File: src/rtl/voice_bank.sv
// Purpose : time-multiplexed bank of NUM_VOICES oscillator+ADSR voices mixed into one sample.
// Latency : sample_tick accepted in cycle T -> out/out_valid in cycle T+NUM_VOICES+2.
// Backpr. : none; a sample_tick while busy is dropped and sets the sticky overrun flag.
//
// Ports:
//   sample_clock, rst      clock, asynchronous active-low reset
//   sample_tick            one-cycle request for a new mixed sample
//   cfg_we/voice/addr/data per-voice register write (increment, wave/gate, A, D, S, R)
//   out, out_valid         mixed sample (held) and its one-cycle update strobe
//   busy, overrun          walk in progress, sticky "tick while busy"
module voice_bank #(
  parameter int BITDEPTH    = 14,
  parameter int BITFRACTION = 6,
  parameter int NUM_VOICES  = 4,
  localparam int VB = $clog2(NUM_VOICES),
  localparam int PW = BITDEPTH + BITFRACTION
) (
  input  logic                sample_clock,
  input  logic                rst,
  input  logic                sample_tick,
  input  logic                cfg_we,
  input  logic [VB-1:0]       cfg_voice,
  input  logic [2:0]          cfg_addr,
  input  logic [15:0]         cfg_data,
  output logic [BITDEPTH-1:0] out,
  output logic                out_valid,
  output logic                busy,
  output logic                overrun
);

  typedef enum logic [1:0] {S_IDLE, S_PROC, S_MIX} bank_state_t;
  typedef enum logic [2:0] {E_IDLE, E_ATTACK, E_DECAY, E_SUSTAIN, E_RELEASE} env_state_t;

  // Per-voice configuration
  logic [15:0] incr     [NUM_VOICES];
  logic [1:0]  wave_sel [NUM_VOICES];
  logic        gate     [NUM_VOICES];
  logic [7:0]  attack   [NUM_VOICES];
  logic [7:0]  decay    [NUM_VOICES];
  logic [7:0]  sustain  [NUM_VOICES];
  logic [7:0]  rel_rate [NUM_VOICES];

  // Per-voice running state
  logic [PW-1:0] phase  [NUM_VOICES];
  logic [7:0]    level  [NUM_VOICES];
  env_state_t    env_st [NUM_VOICES];

  bank_state_t          state;
  logic [VB-1:0]        idx;
  logic [BITDEPTH+VB-1:0] acc;
  logic [15:0]          lfsr;

  // Datapath for the voice in the current slot
  logic [PW-1:0]         phase_nxt;
  logic [BITDEPTH-1:0]   p;
  logic [BITDEPTH-1:0]   wave;
  logic [15:0]           lfsr_nxt;
  env_state_t            st_nxt;
  logic [7:0]            lvl_nxt;
  logic [8:0]            step;
  logic [9:0]            sum;
  logic [BITDEPTH+7:0]   prod;

  // A rate of 0 means a full-scale step so the target is hit in one tick.
  function automatic logic [8:0] rate_step(input logic [7:0] r);
    return (r == 8'd0) ? 9'd256 : {1'b0, r};
  endfunction

  always_comb begin
    phase_nxt = phase[idx] + PW'(incr[idx]);
    p         = phase_nxt[PW-1 -: BITDEPTH];
    lfsr_nxt  = {1'b0, lfsr[15:1]} ^ (lfsr[0] ? 16'hB400 : 16'h0000);

    case (wave_sel[idx])
      2'd0:    wave = p;
      2'd1:    wave = phase_nxt[PW-1] ? '0 : '1;
      2'd2:    wave = phase_nxt[PW-1] ? {~p[BITDEPTH-2:0], 1'b0} : {p[BITDEPTH-2:0], 1'b0};
      default: wave = lfsr_nxt[15 -: BITDEPTH];
    endcase

    // Gate transitions first, then the resulting state's step in the same slot.
    st_nxt  = env_st[idx];
    lvl_nxt = level[idx];
    if (gate[idx] && (st_nxt == E_IDLE || st_nxt == E_RELEASE))
      st_nxt = E_ATTACK;
    else if (!gate[idx] && st_nxt != E_IDLE && st_nxt != E_RELEASE)
      st_nxt = E_RELEASE;

    step = '0;
    sum  = '0;
    case (st_nxt)
      E_ATTACK: begin
        step = rate_step(attack[idx]);
        sum  = {2'b00, lvl_nxt} + {1'b0, step};
        if (sum >= 10'd255) begin
          lvl_nxt = 8'd255;
          st_nxt  = E_DECAY;
        end else begin
          lvl_nxt = sum[7:0];
        end
      end
      E_DECAY: begin
        // level - step <= sustain, rearranged to stay unsigned
        step = rate_step(decay[idx]);
        sum  = {2'b00, sustain[idx]} + {1'b0, step};
        if ({2'b00, lvl_nxt} <= sum) begin
          lvl_nxt = sustain[idx];
          st_nxt  = E_SUSTAIN;
        end else begin
          lvl_nxt = lvl_nxt - step[7:0];
        end
      end
      E_RELEASE: begin
        step = rate_step(rel_rate[idx]);
        if ({1'b0, lvl_nxt} <= step) begin
          lvl_nxt = 8'd0;
          st_nxt  = E_IDLE;
        end else begin
          lvl_nxt = lvl_nxt - step[7:0];
        end
      end
      default: ;
    endcase

    prod = (BITDEPTH+8)'(wave) * (BITDEPTH+8)'(lvl_nxt);
  end

  always_ff @(posedge sample_clock or negedge rst) begin
    if (!rst) begin
      for (int v = 0; v < NUM_VOICES; v++) begin
        incr[v]     <= '0;
        wave_sel[v] <= '0;
        gate[v]     <= 1'b0;
        attack[v]   <= '0;
        decay[v]    <= '0;
        sustain[v]  <= '0;
        rel_rate[v] <= '0;
        phase[v]    <= '0;
        level[v]    <= '0;
        env_st[v]   <= E_IDLE;
      end
      state     <= S_IDLE;
      idx       <= '0;
      acc       <= '0;
      lfsr      <= 16'hACE1;
      out       <= '0;
      out_valid <= 1'b0;
      busy      <= 1'b0;
      overrun   <= 1'b0;
    end else begin
      out_valid <= 1'b0;

      // The walk reads the old values, so a same-slot write lands on the next tick.
      if (cfg_we) begin
        case (cfg_addr)
          3'd0: incr[cfg_voice] <= cfg_data;
          3'd1: begin
            wave_sel[cfg_voice] <= cfg_data[1:0];
            gate[cfg_voice]     <= cfg_data[8];
          end
          3'd2: attack[cfg_voice]   <= cfg_data[7:0];
          3'd3: decay[cfg_voice]    <= cfg_data[7:0];
          3'd4: sustain[cfg_voice]  <= cfg_data[7:0];
          3'd5: rel_rate[cfg_voice] <= cfg_data[7:0];
          default: ;
        endcase
      end

      if (sample_tick && busy)
        overrun <= 1'b1;

      case (state)
        S_IDLE: begin
          if (sample_tick) begin
            state <= S_PROC;
            idx   <= '0;
            acc   <= '0;
            busy  <= 1'b1;
          end
        end
        S_PROC: begin
          phase[idx]  <= phase_nxt;
          level[idx]  <= lvl_nxt;
          env_st[idx] <= st_nxt;
          if (wave_sel[idx] == 2'd3)
            lfsr <= lfsr_nxt;
          acc <= acc + (BITDEPTH+VB)'(prod >> 8);
          idx <= idx + 1'b1;
          if (idx == VB'(NUM_VOICES-1))
            state <= S_MIX;
        end
        S_MIX: begin
          out       <= acc[BITDEPTH+VB-1 -: BITDEPTH];
          out_valid <= 1'b1;
          busy      <= 1'b0;
          state     <= S_IDLE;
        end
        default: state <= S_IDLE;
      endcase
    end
  end

endmodule
File: config.mk
export PLATFORM = sky130hd
export DESIGN_NAME = voice_bank
export DESIGN_NICKNAME = d
export VERILOG_FILES = /design/src/rtl/voice_bank.sv
export SDC_FILE = /design/constraint.sdc
export NUM_CORES = 1
export LEC_CHECK = 0
export CAP_MARGIN = 0
export CORE_MARGIN = 5
export CORE_UTILIZATION = 35
export DETAILED_ROUTE_END_ITERATION = 8
export PLACE_DENSITY = 0.54
export SKIP_CTS_REPAIR_TIMING = 1
export SYNTH_ARGS = -nofsm -noshare
export SYNTH_HDL_FRONTEND = slang
export SYNTH_SLANG_ARGS = --single-unit
File: constraint.sdc
create_clock -name sample_clock -period 25.5 [get_ports sample_clock]
set_input_delay 5.1 -clock sample_clock [delete_from_list [all_inputs] [get_ports sample_clock]]
set_output_delay 5.1 -clock sample_clock [all_outputs]
set_load 0.005 [all_outputs]
==> tab_implementation.tex <==
\begin{tabular}{lr}
\hline
Metric & Value \\
\hline
\multicolumn{2}{l}{\textbf{Yosys}} \\
Mean post-synth cell area & 11.1 µm² \\
Number of register bits inferred by synthesis & 381 \\
Cell taking the most area after synthesis & sky130\_fd\_sc\_hd\_\_dfrtp\_1 \\
Post-synth EDFFs & 0 \\
Async set-reset flop share out of synthesis & 1.00 \\
Number of instances in the synthesized netlist & 2110 \\
Synth top area share & 0.398 \\
Post-synthesis sequential area ratio & 0.407 \\
Number of nets produced by synthesis & 2324 \\
Number of distinct standard cells referenced by the synthesized netlist & 80 \\
Post-synth design cell area & 23400 µm² \\
Synth top area cells & sky130\_fd\_sc\_hd\_\_dfrtp\_1 (40\%), sky130\_fd\_sc\_hd\_\_mux2\_2 (12\%), sky130\_fd\_sc\_hd\_\_mux4\_2 (7.8\%) \\
Dominant synthesized flop cell & sky130\_fd\_sc\_hd\_\_dfrtp\_1 \\
Top cells by instance count after synthesis & sky130\_fd\_sc\_hd\_\_dfrtp\_1 (373), sky130\_fd\_sc\_hd\_\_mux2\_2 (240), sky130\_fd\_sc\_hd\_\_nand2\_1 (215) \\
Top-count cell post-synth & sky130\_fd\_sc\_hd\_\_dfrtp\_1 \\
Yosys warning total & 0 \\
\multicolumn{2}{l}{\textbf{Flow run}} \\
Total of max-cap violations & 0 \\
\multicolumn{2}{l}{\textbf{Routing}} \\
Met2 Routed Length & 27300 µm \\
Met1 layer wirelength in the final routing & 28100 µm \\
Total met3 wirelength after detailed routing & 2530 µm \\
Wire length reported by the detailed router & 58800 µm \\
Number of routed nets with antenna violations & 0 \\
Vias after detailed routing & 16100 \\
Remaining routing DRC violations & 0 \\
Post-DR vias/cell & 5.32 \\
Uppermost layer routed & met4 \\
Initial DRC count & 929 \\
Drt wl/cell & 19.4 µm \\
First drt pass iteration count & 5 \\
\multicolumn{2}{l}{\textbf{GRT}} \\
Maximum number of pins on one net before global-route repair & 170 \\
Total GRT Usage & 0.166 \\
Global-route wire length before repair & 95700 µm \\
Global-route congestion overflow total & 0 \\
Number of antenna violations at the first check in global routing & 0 \\
Number of global-route vias before repair & 16800 \\
\multicolumn{2}{l}{\textbf{Hold path}} \\
Instance count along the most critical hold path & 1 \\
Type of the tightest min-delay check & register to register \\
\multicolumn{2}{l}{\textbf{Worst setup path}} \\
Type of destination of the critical path & register \\
Crit path kind & register to register \\
Data arrival, critical path & 12910 ps \\
Peak per-stage delay on the critical path & 680 ps \\
Library cell appearing most often on the critical path & sky130\_fd\_sc\_hd\_\_fa\_1 \\
Kind of start point of the critical path & register \\
Worst path slowest cell & sky130\_fd\_sc\_hd\_\_buf\_4 \\
Worst endpoint required time & 25960 ps \\
Largest driver fanout on the critical path & 42 \\
Worst Reg-to-Reg Cells & 44 \\
\multicolumn{2}{l}{\textbf{Timing}} \\
Total setup violations reported at the end of the flow & 0 \\
Pins Over Slew Limit & 0 \\
Final clock skew & 39.1 ps \\
Relative slew slack & 0.248 \\
Final min period & 12450 ps \\
Total negative slack & 0 ps \\
Final Worst Setup Slack & 13050 ps \\
Count of endpoints failing hold in the final timing report & 0 \\
Minimum hold slack & 475 ps \\
Final period utilization & 0.488 \\
Unrepaired setup endpoints after global routing & no \\
Fmax & 80.3 MHz \\
Actual slew at the worst max-slew pin & 1130 ps \\
\multicolumn{2}{l}{\textbf{Floorplanning}} \\
Vertical extent of the die & 269 µm \\
Top-level I/O count & 42 \\
Overall die width & 269 µm \\
Std cell rows & 94 \\
Placeable Area & 66100 µm² \\
Starting density of the core & 0.355 \\
Die area & 72300 µm² \\
\multicolumn{2}{l}{\textbf{Clock network}} \\
Clock root buffer master & sky130\_fd\_sc\_hd\_\_clkbuf\_16 \\
TritonCTS clock tree & built \\
Worst-Skew Late Latency & 600 ps \\
Clock buffer count from CTS & 44 \\
Post-CTS clock slew at the launch and capture registers of the worst setup and hold paths & 60 ps \\
CTS sink cnt & 381 \\
Buffer depth of the longest clock path & 3 \\
Level count of the clock H-tree & 2 \\
\multicolumn{2}{l}{\textbf{Finish}} \\
Syn-to-layout area delta & 12.7\% \\
Number of nets in the final layout & 2341 \\
Fraction of final layout cells sized beyond drive strength 1 & 0.225 \\
Final cell count without fillers & 3027 \\
\multicolumn{2}{l}{\textbf{Placement}} \\
Placed cell count & 2944 \\
Final estimated routing congestion in global placement & 0.882 \\
Half-perimeter wire length of the detailed placement result & 40900 µm \\
Count of port buffers added during placement & 41 \\
Place WS & 13060 ps \\
\multicolumn{2}{l}{\textbf{Outcome}} \\
Status & completed \\
\hline
\end{tabular}
[metrics by stage]
step / instance area [µm²] / util
6_report: 26400 / 0.400
4_1_cts: 26400 / 0.400
3_5_place_dp: 24800 / 0.375
3_3_place_gp: 24800 / 0.375
5_1_grt: 26400 / 0.400
2_1_floorplan: 23400 / -
[sequential cells by signal, indices dropped and copies added (netlist names), 2 cells and up]
signal and cells:
state 2, acc 16, incr 64, wave_sel 8, idx 2, sustain 32, env_st 12, decay 32
rel_rate 32, level 32, phase 80, out 14, lfsr 16, attack 32, gate 4
[cell families (layout without fill, tap and decap cells)]
group,Yosys count,after routing,synth area share
xor gates and xnor gates,57,57,0.0231
other,0,1,0
DFF,381,381,0.407
muxes,329,329,0.196
and+or+nand+nor,529,529,0.105
buffers and inverters,244,296,0.0402
adders and majority gates,190,190,0.126
AOI/OAI and AO/OA,380,380,0.103
[critical path, delay by kind of cell, from the launching register on]
| family | cells | cell delay, ps |
|---|---|---|
| simple gates | 9 | 1670 |
| fa+ha+maj | 9 | 3600 |
| mux | 2 | 1070 |
| compound gates | 18 | 4160 |
| flops | 1 | 440 |
| xor+xnor | 1 | 170 |
| buf+inv | 5 | 1170 |
[metal layers]
| layer | GRT usage | up-vias |
|---|---|---|
| li1 | - | 7527 |
| met1 | 0.242 | 8178 |
| met2 | 0.266 | 341 |
| met3 | 0.0239 | 60 |
| met4 | 0.0328 | 0 |
| met5 | 0 | - |
[final timing paths]
kind | from | slack (ps) | endpoint
min in group asynchronous | rst | 4490 | rel_rate[6]
max in group asynchronous | rst | 18840 | incr[17]
worst max register to register | idx[0] | 13050 | acc[12]
worst min register to register | overrun | 480 | overrun
worst max-delay path | idx[0] | 13050 | acc[12]
worst min-delay path | overrun | 480 | overrun
[layout by cell type, fill, tap and decap left out, types with 34 or more instances in the layout]
master / count
sky130_fd_sc_hd__o21ai_0: 174
sky130_fd_sc_hd__dfrtp_1: 371
sky130_fd_sc_hd__nand2_1: 211
sky130_fd_sc_hd__a21oi_1: 61
sky130_fd_sc_hd__mux2_2: 240
sky130_fd_sc_hd__inv_1: 148
sky130_fd_sc_hd__xnor2_1: 34
sky130_fd_sc_hd__mux4_2: 81
sky130_fd_sc_hd__fa_1: 77
sky130_fd_sc_hd__clkdlybuf4s50_1: 40
sky130_fd_sc_hd__nor2_1: 116
sky130_fd_sc_hd__clkbuf_16: 44
sky130_fd_sc_hd__nor3_1: 43
sky130_fd_sc_hd__ha_1: 112
[area by class of cell]
cell class / count / area, µm²
timing repair buffer: 67 / 621
sequential: 381 / 9550
fill: 6320 / 39700
clock inverter: 17 / 283
clock buffer: 64 / 1340
multi-input combinational: 1485 / 13000
tap: 864 / 1080
antenna: 1 / 2.50
inverter: 148 / 556
Power is not shown: default switching activity piles up to over one toggle a cycle in this logic, so the estimate is an artifact.
